File: src/rtl/instruction_memory_loader.sv
// Instruction memory loader: receives a framed byte stream, packs bytes into
// 32-bit little-endian words, writes them to instruction memory, and holds the
// CPU in reset until the whole program has arrived with a matching checksum.
module instruction_memory_loader #(
    parameter int unsigned ADDR_WIDTH = 10,
    parameter logic [7:0]  SYNC_BYTE  = 8'hA5,
    parameter logic [31:0] BASE_ADDR  = 32'h0
) (
    input  logic        CLK,
    input  logic        RESET,
    input  logic [7:0]  ByteData,
    input  logic        ByteValid,
    output logic        ByteReady,
    output logic        WriteEnable,
    output logic [31:0] WriteAddress,
    output logic [31:0] WriteData,
    output logic        CpuReset,
    output logic        LoadDone,
    output logic        LoadError
);

    // Word index must reach 2**ADDR_WIDTH itself, hence one extra bit.
    localparam int unsigned IDX_W     = ADDR_WIDTH + 1;
    localparam int unsigned MAX_WORDS = 2 ** ADDR_WIDTH;

    localparam logic [2:0] IDLE   = 3'd0;
    localparam logic [2:0] CNT_LO = 3'd1;
    localparam logic [2:0] CNT_HI = 3'd2;
    localparam logic [2:0] DATA   = 3'd3;
    localparam logic [2:0] WRITE  = 3'd4;
    localparam logic [2:0] CHECK  = 3'd5;
    localparam logic [2:0] DONE   = 3'd6;
    localparam logic [2:0] ERROR  = 3'd7;

    logic [2:0]       state,        stateNext;
    logic [15:0]      wordCount,    wordCountNext;
    logic [IDX_W-1:0] wordIndex,    wordIndexNext;
    logic [1:0]       byteLane,     byteLaneNext;
    logic [23:0]      wordBuf,      wordBufNext;
    logic [7:0]       checksum,     checksumNext;
    logic [31:0]      writeAddressNext;
    logic [31:0]      writeDataNext;

    logic             byteAccept;
    logic [15:0]      countFull;
    logic [IDX_W-1:0] idxInc;

    // State and datapath registers; all outputs come straight from flops.
    always_ff @(posedge CLK or posedge RESET) begin
        if (RESET) begin
            state        <= IDLE;
            wordCount    <= '0;
            wordIndex    <= '0;
            byteLane     <= '0;
            wordBuf      <= '0;
            checksum     <= '0;
            ByteReady    <= 1'b1;
            WriteEnable  <= 1'b0;
            WriteAddress <= BASE_ADDR;
            WriteData    <= '0;
            CpuReset     <= 1'b1;
            LoadDone     <= 1'b0;
            LoadError    <= 1'b0;
        end else begin
            state        <= stateNext;
            wordCount    <= wordCountNext;
            wordIndex    <= wordIndexNext;
            byteLane     <= byteLaneNext;
            wordBuf      <= wordBufNext;
            checksum     <= checksumNext;
            ByteReady    <= (stateNext != WRITE);
            WriteEnable  <= (stateNext == WRITE);
            WriteAddress <= writeAddressNext;
            WriteData    <= writeDataNext;
            CpuReset     <= (stateNext != DONE);
            LoadDone     <= (stateNext == DONE);
            LoadError    <= (stateNext == ERROR);
        end
    end

    // Next-state and datapath update; a byte is consumed only outside WRITE.
    always_comb begin
        stateNext        = state;
        wordCountNext    = wordCount;
        wordIndexNext    = wordIndex;
        byteLaneNext     = byteLane;
        wordBufNext      = wordBuf;
        checksumNext     = checksum;
        writeAddressNext = WriteAddress;
        writeDataNext    = WriteData;
        byteAccept       = ByteValid && (state != WRITE);
        countFull        = {ByteData, wordCount[7:0]};
        idxInc           = wordIndex + IDX_W'(1);

        case (state)
            IDLE, DONE, ERROR: begin
                // Only a sync byte starts a new frame; everything else is dropped.
                if (byteAccept && (ByteData == SYNC_BYTE)) begin
                    stateNext     = CNT_LO;
                    wordCountNext = '0;
                    wordIndexNext = '0;
                    byteLaneNext  = '0;
                    wordBufNext   = '0;
                    checksumNext  = '0;
                end
            end
            CNT_LO: begin
                if (byteAccept) begin
                    wordCountNext[7:0] = ByteData;
                    checksumNext       = checksum ^ ByteData;
                    stateNext          = CNT_HI;
                end
            end
            CNT_HI: begin
                if (byteAccept) begin
                    wordCountNext = countFull;
                    checksumNext  = checksum ^ ByteData;
                    if (32'(countFull) > MAX_WORDS) begin
                        stateNext = ERROR;
                    end else if (countFull == 16'd0) begin
                        stateNext = CHECK;
                    end else begin
                        stateNext = DATA;
                    end
                end
            end
            DATA: begin
                if (byteAccept) begin
                    checksumNext = checksum ^ ByteData;
                    case (byteLane)
                        2'd0: wordBufNext[7:0]   = ByteData;
                        2'd1: wordBufNext[15:8]  = ByteData;
                        2'd2: wordBufNext[23:16] = ByteData;
                        default: begin
                            writeDataNext    = {ByteData, wordBuf};
                            writeAddressNext = BASE_ADDR + 32'({wordIndex, 2'b00});
                            stateNext        = WRITE;
                        end
                    endcase
                    byteLaneNext = byteLane + 2'd1;
                end
            end
            WRITE: begin
                wordIndexNext = idxInc;
                if (32'(idxInc) == 32'(wordCount)) begin
                    stateNext = CHECK;
                end else begin
                    stateNext = DATA;
                end
            end
            CHECK: begin
                if (byteAccept) begin
                    stateNext = (ByteData == checksum) ? DONE : ERROR;
                end
            end
            default: stateNext = IDLE;
        endcase
    end

endmodule

File: config.mk
export PLATFORM = sky130hd
export DESIGN_NAME = instruction_memory_loader
export DESIGN_NICKNAME = d
export VERILOG_FILES = /design/src/rtl/instruction_memory_loader.sv
export SDC_FILE = /design/constraint.sdc
export NUM_CORES = 1
export LEC_CHECK = 0
export ABC_AREA = 1
export BUFFER_PORTS_ARGS = -buffer_cell sky130_fd_sc_hd__buf_4
export CORE_MARGIN = 5
export CORE_UTILIZATION = 25
export CTS_BUF_LIST = sky130_fd_sc_hd__clkbuf_4
export DETAILED_ROUTE_END_ITERATION = 7
export GPL_ROUTABILITY_DRIVEN = 0
export PLACE_DENSITY = 0.42
export REMOVE_ABC_BUFFERS = 1
export SKIP_CTS_REPAIR_TIMING = 1
export SLEW_MARGIN = 20
export SYNTH_ARGS = -nofsm -noshare
export SYNTH_HDL_FRONTEND = slang
export SYNTH_SLANG_ARGS = --single-unit
File: constraint.sdc
create_clock -name CLK -period 4.2 [get_ports CLK]
set_clock_uncertainty 0.2 [all_clocks]
set_input_delay 0.84 -clock CLK [delete_from_list [all_inputs] [get_ports CLK]]
set_output_delay 0.84 -clock CLK [all_outputs]
set_load 0.01 [all_outputs]
==> results.md, run 1 <==
Timing:
- Derived from the worst setup path, the maximum achievable clock frequency is just under 0.4 GHz.
- Measured against its own limit, the worst slew margin works out to 49.8%.
- The number of endpoints with negative hold slack in the final report came to 0.
- The setup total negative slack is 0 ns.
- Subtracting the final worst setup slack from the clock period gives 2.58 ns.
- Setup violations remaining at the end of the flow were counted as 0.
- The max-slew violation total from the final report was 0.
- For the pin with the worst max-slew slack, the measured transition is 0.749 ns.
- The worst hold margin is approximately 0.18 ns.
- Setup repair after global routing left no endpoint under its margin.
- The share of the clock period used by the worst path is between 60 and 70%.

Routing:
- The final layout contains routed wiring with a total length of 13300 microns.
- For this run, design rule violations remaining after detail routing come to 0.
- The count of TritonRoute iterations in the first routing pass is 4.
- The first routing iteration left 224 violations.
- The count of vias placed by the detailed router is 4135.
- The routed length per placed instance is 13.9 microns.
- The via-per-instance ratio is roughly 4.3.
- The final antenna-violating net count is 0.

Synthesis:
- Synthesis handed over a netlist of 616 instances.
- Yosys attributes the largest share of cell area to sky130_fd_sc_hd__dfrtp_1, sky130_fd_sc_hd__nand2_1, sky130_fd_sc_hd__o21ai_0.
- Yosys mapped a number of flops with a built-in enable equal to 0.
- The post-synthesis area per instance is 8.83 sq um.
- The fraction of post-synthesis cell area in the top cell type by area is 50.6%.
- The sequential element share of the synthesized area is 51.6%.
- Counting flops and latches in the post-synthesis netlist gives ~110.
- The cell area that synthesis handed to floorplanning was ~0.0054 sq mm.
- For this run, the leading register cell type out of synthesis is sky130_fd_sc_hd__dfrtp_1.
- In this run, distinct cell masters in the synthesized netlist total 38.
- During synthesis, Yosys emitted a total of 0 warnings.
- The async set-reset flop share out of synthesis is 100%.
- Summed over all instances, the cell type with the most area after synthesis is sky130_fd_sc_hd__dfrtp_1.

GRT:
- The number of antenna violations at the first check in global routing was 1.
- The remaining global-route overflow is 0.
- Entering global routing, the biggest net connects 71 pins.
- The number of global-route vias before repair came to 4148.
- The total track usage is 11.1%.
- The wire length of the first global-routing pass is 21800 microns.

Worst setup path:
- The kind of end point of the critical path is a register.
- The setup path with the least slack is of type reg -> reg.
- In this run the worst path has a maximum fanout of 16.
- The data arrival at the endpoint of the critical path is roughly 2.8 ns.
- The critical path launch point type is a register.
- The data required time of the critical path is roughly 4.4 ns.

Clock network:
- After clock tree synthesis, the clock-pin slew on the worst setup and hold paths is approximately 0.19 ns.
- The tree is rooted in a sky130_fd_sc_hd__clkbuf_4.
- The clock latency at the later pin of the worst-skew pair is 0.50 ns.
- The level count of the clock H-tree is 3.
- The number of buffers inserted during clock tree synthesis is 9.
- The CTS tree is yes.
- The clock passes through at most 2 buffers.
- The total number of clock tree sinks is ~110.

Cells and area:
- At the end of the flow, the number of nets in the layout was 687.
- Compared with the post-synthesis result, the final layout area differs by 14.5%.
- The layout cell share with drive strength beyond 1 is approximately a fifth.
- In the layout the commonest cells are sky130_fd_sc_hd__nand2_1, sky130_fd_sc_hd__dfrtp_1, sky130_fd_sc_hd__inv_1.
- The library cell used most frequently in the layout, excluding fill and tap cells, is sky130_fd_sc_hd__nand2_1.

Power and ir drop:
- Net switching is ~46% of the power.
- The sequential fraction of design power is 41.4%.
- The completed layout was analyzed and its total power is 3.80 mW.
- The reported leakage power is 3.03 nW.
- Of the total power, the clock network draws between 10% and 20%.
- The internal power summed over all cells is roughly 2 mW.
- The switching power summed over all nets is 1.74 mW.
- The share of total power dissipated in combinational logic is 44.6%.
- The power per unit of standard cell area is a little over 600 mW/mm^2.
- Across the VDD grid, the largest voltage drop is approximately 0.27 mV.

Floorplan:
- The die span in x is 158 microns.
- Pin placement for this block handled 80 I/O pins.
- Measured along the y axis, the die boundary spans approximately 160 microns.
- The area of the die is 0.0248 sq mm.
- The total number of placement rows is 54.
- The initial core utilization is 25.2%.
- The region available for standard cell placement spans 0.0216 sq mm.

Min path:
- The type of the worst min-delay path is in -> async.

Place:
- The wire-length estimate of the detail-placed layout is 9840 microns.
- The count of buffers added on input and output ports is 58.

Outcome:
- The run finished with clean final reports.

Job:
- The count of maximum capacitance violations is 0.
worst paths after layout:
path	from	end	slack (ns)	cells after the start
max reg2reg	state[1]	wordBuf[7]	1.62	10
min reg2reg	WriteAddress[6]	WriteAddress[6]	0.31	2
min in group CLK	WriteAddress[6]	WriteAddress[6]	0.31	2
max	state[1]	wordBuf[7]	1.62	10
min	RESET	WriteAddress[4]	0.18	2
max in group asynchronous	RESET	wordCount[0]	2.83	3
cells in the mapped netlist, drive strengths merged (2+ instances only):
master	instances
nand4	10
dfrtp	110
o31ai	2
xor2	6
o21ai	89
nor3	7
clkbuf	8
nand2	145
inv	79
ha	6
mux2	16
buf	29
xnor2	2
nand3	49
o22ai	6
nor2	40
dfstp	2
a21oi	7
cell type report:
cell class,count,area [sq um]
clock buffers,9,67.6
repair buffers,60,463
multi-input cells,407,2180
well taps,280,350
fillers,2314,15400
inverters,80,305
diodes,1,2.50
flip-flops and latches,112,2810
clock inverters,7,60.1
through the flow:
| stage | setup slack [ns] | instance area [sq um] | std cells | utilization (%) |
|---|---|---|---|---|
| 2_1_floorplan | 0.204 | 5280 | 599 | - |
| 3_3_place_gp | 1.41 | 6100 | 939 | 28.2 |
| 3_5_place_dp | 1.30 | 6100 | 939 | 28.2 |
| 4_1_cts | 1.58 | 6220 | 955 | 28.8 |
| 5_1_grt | 1.37 | 6230 | 956 | 28.8 |
| 6_report | 1.62 | 6230 | 956 | 28.8 |
sequential cells by signal (all words and copies together) (netlist names):
| name | cells |
|---|---|
| WriteData | 32 |
| wordCount | 16 |
| LoadDone | 1 |
| byteLane | 2 |
| ByteReady | 1 |
| CpuReset | 1 |
| LoadError | 1 |
| state | 3 |
| wordBuf | 24 |
| checksum | 8 |
| wordIndex | 11 |
| WriteAddress | 11 |
| WriteEnable | 1 |
metal layers:
layer	vias to the layer above	track usage (%)	share of wire [%]
li1	2055	-	-
met1	1971	15.1	47
met2	91	17.9	47
met3	18	2.01	4.8
met4	0	3.32	1.5
met5	-	0	0
worst max-delay path, cell delays in order (launching register included):
cell and delay [ns]:
sky130_fd_sc_hd__dfrtp_1 0.47, sky130_fd_sc_hd__inv_1 0.08, sky130_fd_sc_hd__nor2_1 0.15, sky130_fd_sc_hd__inv_1 0.11, sky130_fd_sc_hd__nor2_2 0.25, sky130_fd_sc_hd__inv_1 0.33
sky130_fd_sc_hd__o21ai_2 0.33, sky130_fd_sc_hd__a21oi_4 0.09, sky130_fd_sc_hd__o21ai_4 0.28, sky130_fd_sc_hd__nand2_1 0.13, sky130_fd_sc_hd__o21ai_2 0.09
power groups by stage:
stage	combinational, mW	clock [mW]	sequential, mW
6_report	1.69	0.535	1.57
5_1_grt	1.94	0.601	1.61
4_1_cts	1.72	0.566	1.58
3_5_place_dp	1.71	0	1.60
3_3_place_gp	1.70	0	1.59
2_1_floorplan	1.17	0	1.59
kinds of logic (layout without fill, tap and decap cells):
kind of cell             after synthesis  in the layout  synth area share (%)
AO/OA/AOI/OAI                        105            105                  11.8
XOR/XNOR                               8              8                  1.29
adder cells (fa/ha/maj)                6              6                  1.38
buffers and inverters                117            156                  9.98
flip-flops                           112            112                  51.6
multiplexers                          16             16                  3.31
other                                  1             22                0.0689
AND/OR/NAND/NOR                      251            251                  20.6
(Power assumes the default switching activity.)
==> run 2, diff against run 1 <==
--- a/config.mk
+++ b/config.mk
@@ -5,14 +5,14 @@
 export SDC_FILE = /design/constraint.sdc
 export NUM_CORES = 1
 export LEC_CHECK = 0
-export ABC_AREA = 1
+export ABC_AREA = 0
 export BUFFER_PORTS_ARGS = -buffer_cell sky130_fd_sc_hd__buf_4
 export CORE_MARGIN = 5
 export CORE_UTILIZATION = 25
 export CTS_BUF_LIST = sky130_fd_sc_hd__clkbuf_4
 export DETAILED_ROUTE_END_ITERATION = 7
 export GPL_ROUTABILITY_DRIVEN = 0
-export PLACE_DENSITY = 0.42
+export PLACE_DENSITY = 0.4
 export REMOVE_ABC_BUFFERS = 1
 export SKIP_CTS_REPAIR_TIMING = 1
 export SLEW_MARGIN = 20
==> constraint.sdc (replaced) <==
create_clock -name CLK -period 2.6 [get_ports CLK]
set_clock_uncertainty 0.2 [all_clocks]
set_input_delay 0.52 -clock CLK [delete_from_list [all_inputs] [get_ports CLK]]
set_output_delay 0.52 -clock CLK [all_outputs]
set_load 0.01 [all_outputs]
==> results.md, run 2 <==
Cells and area:
- The antenna diode count is 0 (was 1).
- The area added between synthesis and finish came to 19.0% (was 14.5%).
- The register with the most flip-flops is WriteData (unchanged).
- Registers with the highest flip-flop counts: WriteData (32), wordBuf (24), wordCount (16) (unchanged).
- The number of fill cells in the layout is 2330 (was 2314).
- The flip-flop count of the largest register after layout is 32 (unchanged).
- The number of nets in the layout is 611 (was 687).
- The most common cell after layout, fill and taps aside is sky130_fd_sc_hd__dfrtp_1 (was sky130_fd_sc_hd__nand2_1).
- The layout cell share with drive strength beyond 1 is 35.1% (was 20.3%).
- Commonest cells after routing, fill and taps aside: sky130_fd_sc_hd__dfrtp_1, sky130_fd_sc_hd__buf_4, sky130_fd_sc_hd__mux2_2 (was sky130_fd_sc_hd__nand2_1, sky130_fd_sc_hd__dfrtp_1, sky130_fd_sc_hd__inv_1).
- The final core utilization came to 30.0% (was 28.8%).

Timing:
- The max-slew violation total from the final report came to 0 (unchanged).
- The worst hold margin is 0.129 ns (was 0.181 ns).
- The count of endpoints failing setup in the final report is 0 (unchanged).
- The minimum setup slack in the final design was 0.0610 ns (was 1.62 ns).
- The transition time of the tightest slew-check pin came to 0.600 ns (was 0.749 ns).
- RSZ-0062 raised after global routing: false (unchanged).
- The time the final worst path needs with I/O delays and setup was 2.54 ns (was 2.58 ns).
- The share of the clock period used by the worst path is 97.7% (was 61.4%).
- The highest achievable clock rate came to 0.394 GHz (was 0.388 GHz).
- The setup total negative slack is 0 ns (unchanged).
- The number of endpoints with negative hold slack in the final report is 0 (unchanged).
- The relative slew slack is 60.0% (was 49.8%).

Synthesis:
- The number of synthesized flops with an enable pin is 0 (unchanged).
- The async set-reset flop share out of synthesis is 100% (unchanged).
- The number of distinct library cells after synthesis was 67 (was 38).
- The synthesized instance count came to 512 (was 616).
- The post-synthesis area per instance is 11.1 sq um (was 8.83 sq um).
- The most frequent cell after synthesis is sky130_fd_sc_hd__dfrtp_1 (was sky130_fd_sc_hd__nand2_1).
- The cell type with the highest aggregate area in the netlist is sky130_fd_sc_hd__dfrtp_1 (unchanged).
- The fraction of post-synthesis cell area in the top cell type by area came to 48.6% (was 50.6%).
- The post-synth design cell area came to 0.00567 sq mm (was 0.00544 sq mm).
- The synthesized flop and latch total came to 112 (unchanged).
- Top post-synthesis cells by area: sky130_fd_sc_hd__dfrtp_1, sky130_fd_sc_hd__mux2_2, sky130_fd_sc_hd__buf_4 (was sky130_fd_sc_hd__dfrtp_1, sky130_fd_sc_hd__nand2_1, sky130_fd_sc_hd__o21ai_0).
- The sequential element share of the synthesized area is 49.5% (was 51.6%).
- The most frequently used flop master after synthesis is sky130_fd_sc_hd__dfrtp_1 (unchanged).
- The count of warnings emitted by yosys is 0 (unchanged).
- Top cells by count, synth: sky130_fd_sc_hd__dfrtp_1, sky130_fd_sc_hd__mux2_2, sky130_fd_sc_hd__o21ai_0, sky130_fd_sc_hd__nand2_1, sky130_fd_sc_hd__buf_4 (was sky130_fd_sc_hd__nand2_1, sky130_fd_sc_hd__dfrtp_1, sky130_fd_sc_hd__inv_1, sky130_fd_sc_hd__o21ai_0, sky130_fd_sc_hd__nand3_1).

Floorplan:
- The die span in x is 161 microns (was 158 microns).
- The top-level port count is 80 (unchanged).
- The total number of placement rows came to 55 (was 54).
- The area of the die is 0.0258 sq mm (was 0.0248 sq mm).
- The die outline height came to 161 microns (was 158 microns).
- The initial core utilization came to 25.2% (about the same).
- The core region area is 0.0225 sq mm (was 0.0216 sq mm).

Min path:
- The cell count of the worst hold path is 2.
- The type of the worst min-delay path was in -> reg (was in -> async).

Routing:
- The routed length per placed instance is 16.1 microns (was 13.9 microns).
- The count of TritonRoute iterations in the first routing pass is 4 (unchanged).
- The total wirelength of the detailed-routed design was 14200 microns (was 13300 microns).
- The count of vias placed by the detailed router came to 4025 (was 4135).
- The DRC violation count after routing is 0 (unchanged).
- The DRC marker count from the first detailed-route iteration is 220 (was 224).
- The via-per-instance ratio came to 4.55 (was 4.33).
- The final antenna-violating net count is 0 (unchanged).

Worst setup path:
- The type of the worst setup path was reg -> reg (unchanged).
- The highest net fanout along the worst path is 2 (was 16).
- The register-to-register setup slack was 0.06 ns (was 1.62 ns).
- The data arrival at the endpoint of the critical path was 2.74 ns (was 2.81 ns).
- The critical path launch point type is a register (unchanged).
- The data required time of the critical path came to 2.80 ns (was 4.43 ns).
- The kind of end point of the critical path is a register (unchanged).
- The depth of the worst register-to-register path came to 5 (was 10).

Clock network:
- The clock latency at the later pin of the worst-skew pair was 0.50 ns (about the same).
- The level count of the clock H-tree came to 3 (unchanged).
- The number of buffers inserted during clock tree synthesis is 9 (unchanged).
- The clock tree root driver cell is sky130_fd_sc_hd__clkbuf_4 (unchanged).
- The CTS tree is yes (unchanged).
- The clock slew at the register clock pins of the worst setup and hold paths came to 0.20 ns (was 0.19 ns).
- The total number of clock tree sinks was 112 (unchanged).
- The clock tree buffer depth was 2 (unchanged).

GRT:
- The number of antenna violations at the first check in global routing is 0 (was 1).
- The remaining global-route overflow is 0 (unchanged).
- The number of global-route vias before repair was 4163 (was 4148).
- The total track usage was 11.1% (about the same).
- The wire length of the first global-routing pass was 22900 microns (was 21800 microns).
- The maximum number of pins on one net before global-route repair is 45 (was 71).

Power and ir drop:
- The clock network fraction of design power was 13.0% (was 14.1%).
- The sum of internal, switching and leakage power is 6.49 mW (was 3.80 mW).
- The switching power summed over all nets came to 2.57 mW (was 1.74 mW).
- The proportion of power drawn by combinational gates is 45.7% (was 44.6%).
- The reported leakage power was 3.26 nW (was 3.03 nW).
- The fraction of power spent switching nets was 39.6% (was 45.9%).
- The maximum vdd ir drop is 0.293 mV (was 0.272 mV).
- The power per unit of standard cell area is 964 mW/mm^2 (was 610 mW/mm^2).
- The sequential fraction of design power came to 41.3% (was 41.4%).
- The internal power summed over all cells is 3.93 mW (was 2.05 mW).

Outcome:
- Outcome: finished clean (unchanged).

Place:
- The number of I/O port buffers came to 58 (unchanged).
- The final HPWL from detailed placement is 10300 microns (was 9840 microns).
- The worst slack at placement is -0.108 ns (was 1.30 ns).

Job:
- The count of maximum capacitance violations is 0 (unchanged).
[run 2: changes by cell type after synthesis, moves of 8 or more]
cell	previous run	this run
sky130_fd_sc_hd__a21oi_1	5	13
sky130_fd_sc_hd__and3_1	0	18
sky130_fd_sc_hd__inv_1	73	12
sky130_fd_sc_hd__mux2_2	16	70
sky130_fd_sc_hd__nand2_1	139	32
sky130_fd_sc_hd__nand2b_1	0	10
sky130_fd_sc_hd__nand3_1	48	7
sky130_fd_sc_hd__nor2_1	35	22
sky130_fd_sc_hd__o21ai_0	68	36
sky130_fd_sc_hd__o21ai_1	2	10
sky130_fd_sc_hd__o21ai_2	17	3
sky130_fd_sc_hd__xnor2_1	2	17
[run 2: power by group through the flow]
stage / combinational, mW / sequential, mW / clock [mW]
2_1_floorplan: 1.63 / 2.81 / 0
3_3_place_gp: 2.86 / 2.72 / 0
3_5_place_dp: 2.91 / 2.73 / 0
4_1_cts: 2.92 / 2.70 / 0.905
5_1_grt: 3.27 / 2.77 / 0.954
6_report: 2.97 / 2.69 / 0.843
[run 2: layer usage]
metal | vias up | part of all wire (%) | track usage [%]
met2 | 87 | 48 | 18.3
met5 | - | 0 | 0
li1 | 1933 | - | -
met4 | 0 | 1.6 | 3.09
met1 | 1988 | 47 | 14.5
met3 | 17 | 4.1 | 2.93
[run 2: layout make-up]
class                           instances  area, sq um  share of cell area [%]
Tap cell                              285          357                    5.29
Inverter                               12         47.5                   0.705
Timing Repair Buffer                  107          843                    12.5
Multi-Input combinational cell        352         2550                    37.9
Sequential cell                       112         2810                    41.6
Clock buffer                           10         75.1                    1.11
Clock inverter                          6         56.3                   0.835
[run 2: final timing paths]
check	startpoint	to
max	wordCount[11]	state[1]
min	ByteData[5]	WriteData[29]
max reg2reg	wordCount[11]	state[1]
min reg2reg	WriteAddress[7]	WriteAddress[7]
max in group asynchronous	RESET	CpuReset
min in group asynchronous	RESET	WriteAddress[10]
[run 2: critical path, stage by stage (launching register included)]
cell and delay, ns:
sky130_fd_sc_hd__dfrtp_1 0.41, sky130_fd_sc_hd__or4_1 0.56, sky130_fd_sc_hd__nor4_1 0.33, sky130_fd_sc_hd__o2111ai_1 0.17
sky130_fd_sc_hd__or4_1 0.51, sky130_fd_sc_hd__a31o_1 0.26
[run 2: cells by family after synthesis]
logic type / after synthesis / synth area share [%]
muxes: 75 / 14.9
adders and majority gates: 6 / 1.33
xor gates and xnor gates: 21 / 3.25
other: 1 / 0.0662
buffers and inverters: 68 / 6.89
AOI/OAI and AO/OA: 99 / 11.1
and+or+nand+nor: 130 / 13.0
DFF: 112 / 49.5
[run 2: through the flow]
step / cell area, sq um / instances
finish: 6740 / 884
global route: 6740 / 884
CTS: 6700 / 882
detailed placement: 6570 / 866
global placement: 6570 / 866
floorplan: 5400 / 476
==> run 3, diff against run 2 <==
--- a/config.mk
+++ b/config.mk
@@ -8,11 +8,11 @@
 export ABC_AREA = 0
 export BUFFER_PORTS_ARGS = -buffer_cell sky130_fd_sc_hd__buf_4
 export CORE_MARGIN = 5
-export CORE_UTILIZATION = 25
+export CORE_UTILIZATION = 43
 export CTS_BUF_LIST = sky130_fd_sc_hd__clkbuf_4
 export DETAILED_ROUTE_END_ITERATION = 7
 export GPL_ROUTABILITY_DRIVEN = 0
-export PLACE_DENSITY = 0.4
+export PLACE_DENSITY = 0.62
 export REMOVE_ABC_BUFFERS = 1
 export SKIP_CTS_REPAIR_TIMING = 1
 export SLEW_MARGIN = 20
==> results.md, run 3 (synthesis gave the netlist of run 2 again) <==
Clock network:
- The level count of the clock H-tree is 3 (unchanged).
- The CTS tree is yes (unchanged).
- The number of buffers inserted during clock tree synthesis is 9 (unchanged).
- The clock tree root driver cell is sky130_fd_sc_hd__clkbuf_4 (unchanged).
- The total number of clock tree sinks is 112 (unchanged).
- The clock tree buffer depth was 2 (unchanged).
- The clock latency at the later pin of the worst-skew pair is 0.49 ns (was 0.50 ns).
- The clock slew at the register clock pins of the worst setup and hold paths is 0.19 ns (was 0.20 ns).

Timing:
- The max-slew violation total from the final report was 0 (unchanged).
- RSZ-0062 raised after global routing: false (unchanged).
- The minimum setup slack in the final design is 0.157 ns (was 0.0610 ns).
- The share of the clock period used by the worst path is 94.0% (was 97.7%).
- The transition time of the tightest slew-check pin is 0.575 ns (was 0.600 ns).
- The highest achievable clock rate is 0.409 GHz (was 0.394 GHz).
- The time the final worst path needs with I/O delays and setup is 2.44 ns (was 2.54 ns).
- The number of endpoints with negative hold slack in the final report is 0 (unchanged).
- The count of endpoints failing setup in the final report is 0 (unchanged).
- The relative slew slack came to 61.6% (was 60.0%).

Worst setup path:
- The reg-to-reg critical path startpoint was wordCount[11] (unchanged).
- Ordered list of cells on the worst path: or4_1 -> nor4_1 -> o2111ai_1 -> or4_1 -> a31o_1 (unchanged).
- The family with the most delay on the worst path was simple AND/OR/NAND/NOR gates (unchanged).
- The data required time of the critical path came to 2.80 ns (about the same).
- The highest net fanout along the worst path is 2 (unchanged).
- The kind of end point of the critical path is a register (unchanged).
- The data arrival at the endpoint of the critical path is 2.64 ns (was 2.74 ns).
- The type of the worst setup path was reg -> reg (unchanged).
- The dominant cell type by count on the critical path is sky130_fd_sc_hd__or4_1 (unchanged).
- The launching element of the worst setup path is wordCount[11] (unchanged).
- The critical path launch point type is a register (unchanged).
- The combined buffer and inverter count along the critical path is 0 (unchanged).
- The delay of the slowest critical-path stage is 0.55 ns (was 0.56 ns).
- The highest-delay cell along the critical path is sky130_fd_sc_hd__or4_1 (unchanged).

Cells and area:
- The number of standard cells in the layout, taps in and fillers out is 760 (was 884).
- The number of fill cells in the layout is 1205 (was 2330).
- Commonest cells after routing, fill and taps aside: sky130_fd_sc_hd__dfrtp_1, sky130_fd_sc_hd__buf_4, sky130_fd_sc_hd__mux2_2 (unchanged).
- The layout cell share with drive strength beyond 1 is 33.6% (was 35.1%).
- The register with the most flip-flops is WriteData (unchanged).
- Registers with the highest flip-flop counts: WriteData (32), wordBuf (24), wordCount (16) (unchanged).
- The number of nets in the layout is 596 (was 611).
- The most common cell after layout, fill and taps aside is sky130_fd_sc_hd__dfrtp_1 (unchanged).
- The area added between synthesis and finish is 15.0% (was 19.0%).
- The antenna diode count is 0 (unchanged).
- The area of the multi-input gates is 0.00256 sq mm (was 0.00255 sq mm).
- The final non-filler cell area is 0.00652 sq mm (was 0.00674 sq mm).
- The area occupied by registers is 0.00281 sq mm (unchanged).
- The flip-flop count of the largest register after layout is 32 (unchanged).

Place:
- The number of I/O port buffers came to 58 (unchanged).
- The placed cell count is 743 (was 866).
- The final HPWL from detailed placement came to 8920 microns (was 10300 microns).
- The placed instance area was 0.00636 sq mm (was 0.00657 sq mm).
- The worst slack at placement is -0.0437 ns (was -0.108 ns).

GRT:
- The number of antenna violations at the first check in global routing was 0 (unchanged).
- The maximum number of pins on one net before global-route repair came to 47 (was 45).
- The wire length of the first global-routing pass is 20900 microns (was 22900 microns).
- The remaining global-route overflow is 0 (unchanged).
- The total track usage came to 16.4% (was 11.1%).
- The number of global-route vias before repair is 4102 (was 4163).

Routing:
- The DRC violation count after routing is 0 (unchanged).
- The count of vias placed by the detailed router came to 4013 (was 4025).
- The routed length per placed instance is 16.2 microns (was 16.1 microns).
- The DRC marker count from the first detailed-route iteration is 196 (was 220).
- The via-per-instance ratio is 5.28 (was 4.55).
- The count of TritonRoute iterations in the first routing pass is 5 (was 4).
- The total wirelength of the detailed-routed design was 12300 microns (was 14200 microns).
- The final antenna-violating net count is 0 (unchanged).

Job:
- The count of maximum capacitance violations is 0 (unchanged).

Floorplan:
- The total number of placement rows is 42 (was 55).
- The top-level port count is 80 (unchanged).
- The die span in x is 125 microns (was 161 microns).
- The die outline height is 125 microns (was 161 microns).
- The initial core utilization is 43.3% (was 25.2%).
- The core region area is 0.0131 sq mm (was 0.0225 sq mm).
- The area of the die is 0.0156 sq mm (was 0.0258 sq mm).

Power and ir drop:
- The internal power summed over all cells is 3.85 mW (was 3.93 mW).
- The sum of internal, switching and leakage power is 6.34 mW (was 6.49 mW).
- The switching power summed over all nets is 2.49 mW (was 2.57 mW).
- The proportion of power drawn by combinational gates is 45.2% (was 45.7%).
- The reported leakage power is 3.19 nW (was 3.26 nW).
- The clock network fraction of design power is 12.7% (was 13.0%).
- The sequential fraction of design power is 42.1% (was 41.3%).
- The maximum vdd ir drop is 0.457 mV (was 0.293 mV).
- The power per unit of standard cell area is 973 mW/mm^2 (was 964 mW/mm^2).
- The fraction of power spent switching nets is 39.3% (was 39.6%).

Min path:
- The type of the worst min-delay path is in -> reg (unchanged).
- The critical hold path startpoint is ByteData[5] (unchanged).

Outcome:
- Outcome: finished clean (unchanged).
==> run 3: worst min-delay path, stage by stage <==
cell and delay, ns:
sky130_fd_sc_hd__buf_4 0.15, sky130_fd_sc_hd__nand2_1 0.06, sky130_fd_sc_hd__o21ai_0 0.06
==> run 3: power by group through the flow <==
stage | Clock (mW) | Sequential (mW) | Combinational, mW
floorplan | 0 | 2.81 | 1.63
global placement | 0 | 2.68 | 2.76
detailed placement | 0 | 2.70 | 2.84
CTS | 0.840 | 2.67 | 2.85
global route | 0.918 | 2.75 | 3.17
finish | 0.805 | 2.67 | 2.87
==> run 3: worst paths after layout <==
kind	end	slack [ns]	cells past startpoint
worst max-delay path	state[1]	0.16	5
worst min-delay path	wordCount[5]	0.12	3
worst max register to register	state[1]	0.16	5
worst min register to register	WriteAddress[7]	0.30	2
max in group asynchronous	CpuReset	1.19	4
min in group asynchronous	checksum[0]	0.37	3
==> run 3: final cells by class <==
class | count | share of cell area [%]
Inverter | 12 | 0.730
Sequential cell | 112 | 43.1
Tap cell | 176 | 3.38
Clock buffer | 9 | 1.04
Timing Repair Buffer | 92 | 11.7
Clock inverter | 7 | 0.807
Multi-Input combinational cell | 352 | 39.3
==> run 3: routing by layer <==
metal  share of wire, %  GRT usage, %  up-vias
met5                  0             0        -
met1                 46          21.9     1995
met3                4.7          4.67       11
li1                   -             -     1907
met2                 48          26.4      100
met4                1.1          4.32        0
==> run 3: through the flow <==
stage / util (%) / TNS (ns) / hold slack [ns]
2_1_floorplan: - / -163.22 / 0.254
3_3_place_gp: 48.6 / 0 / 0.264
3_5_place_dp: 48.6 / -0.219 / 0.279
4_1_cts: 49.6 / 0 / -0.205
5_1_grt: 49.8 / 0 / 0.0819
6_report: 49.8 / 0 / 0.121
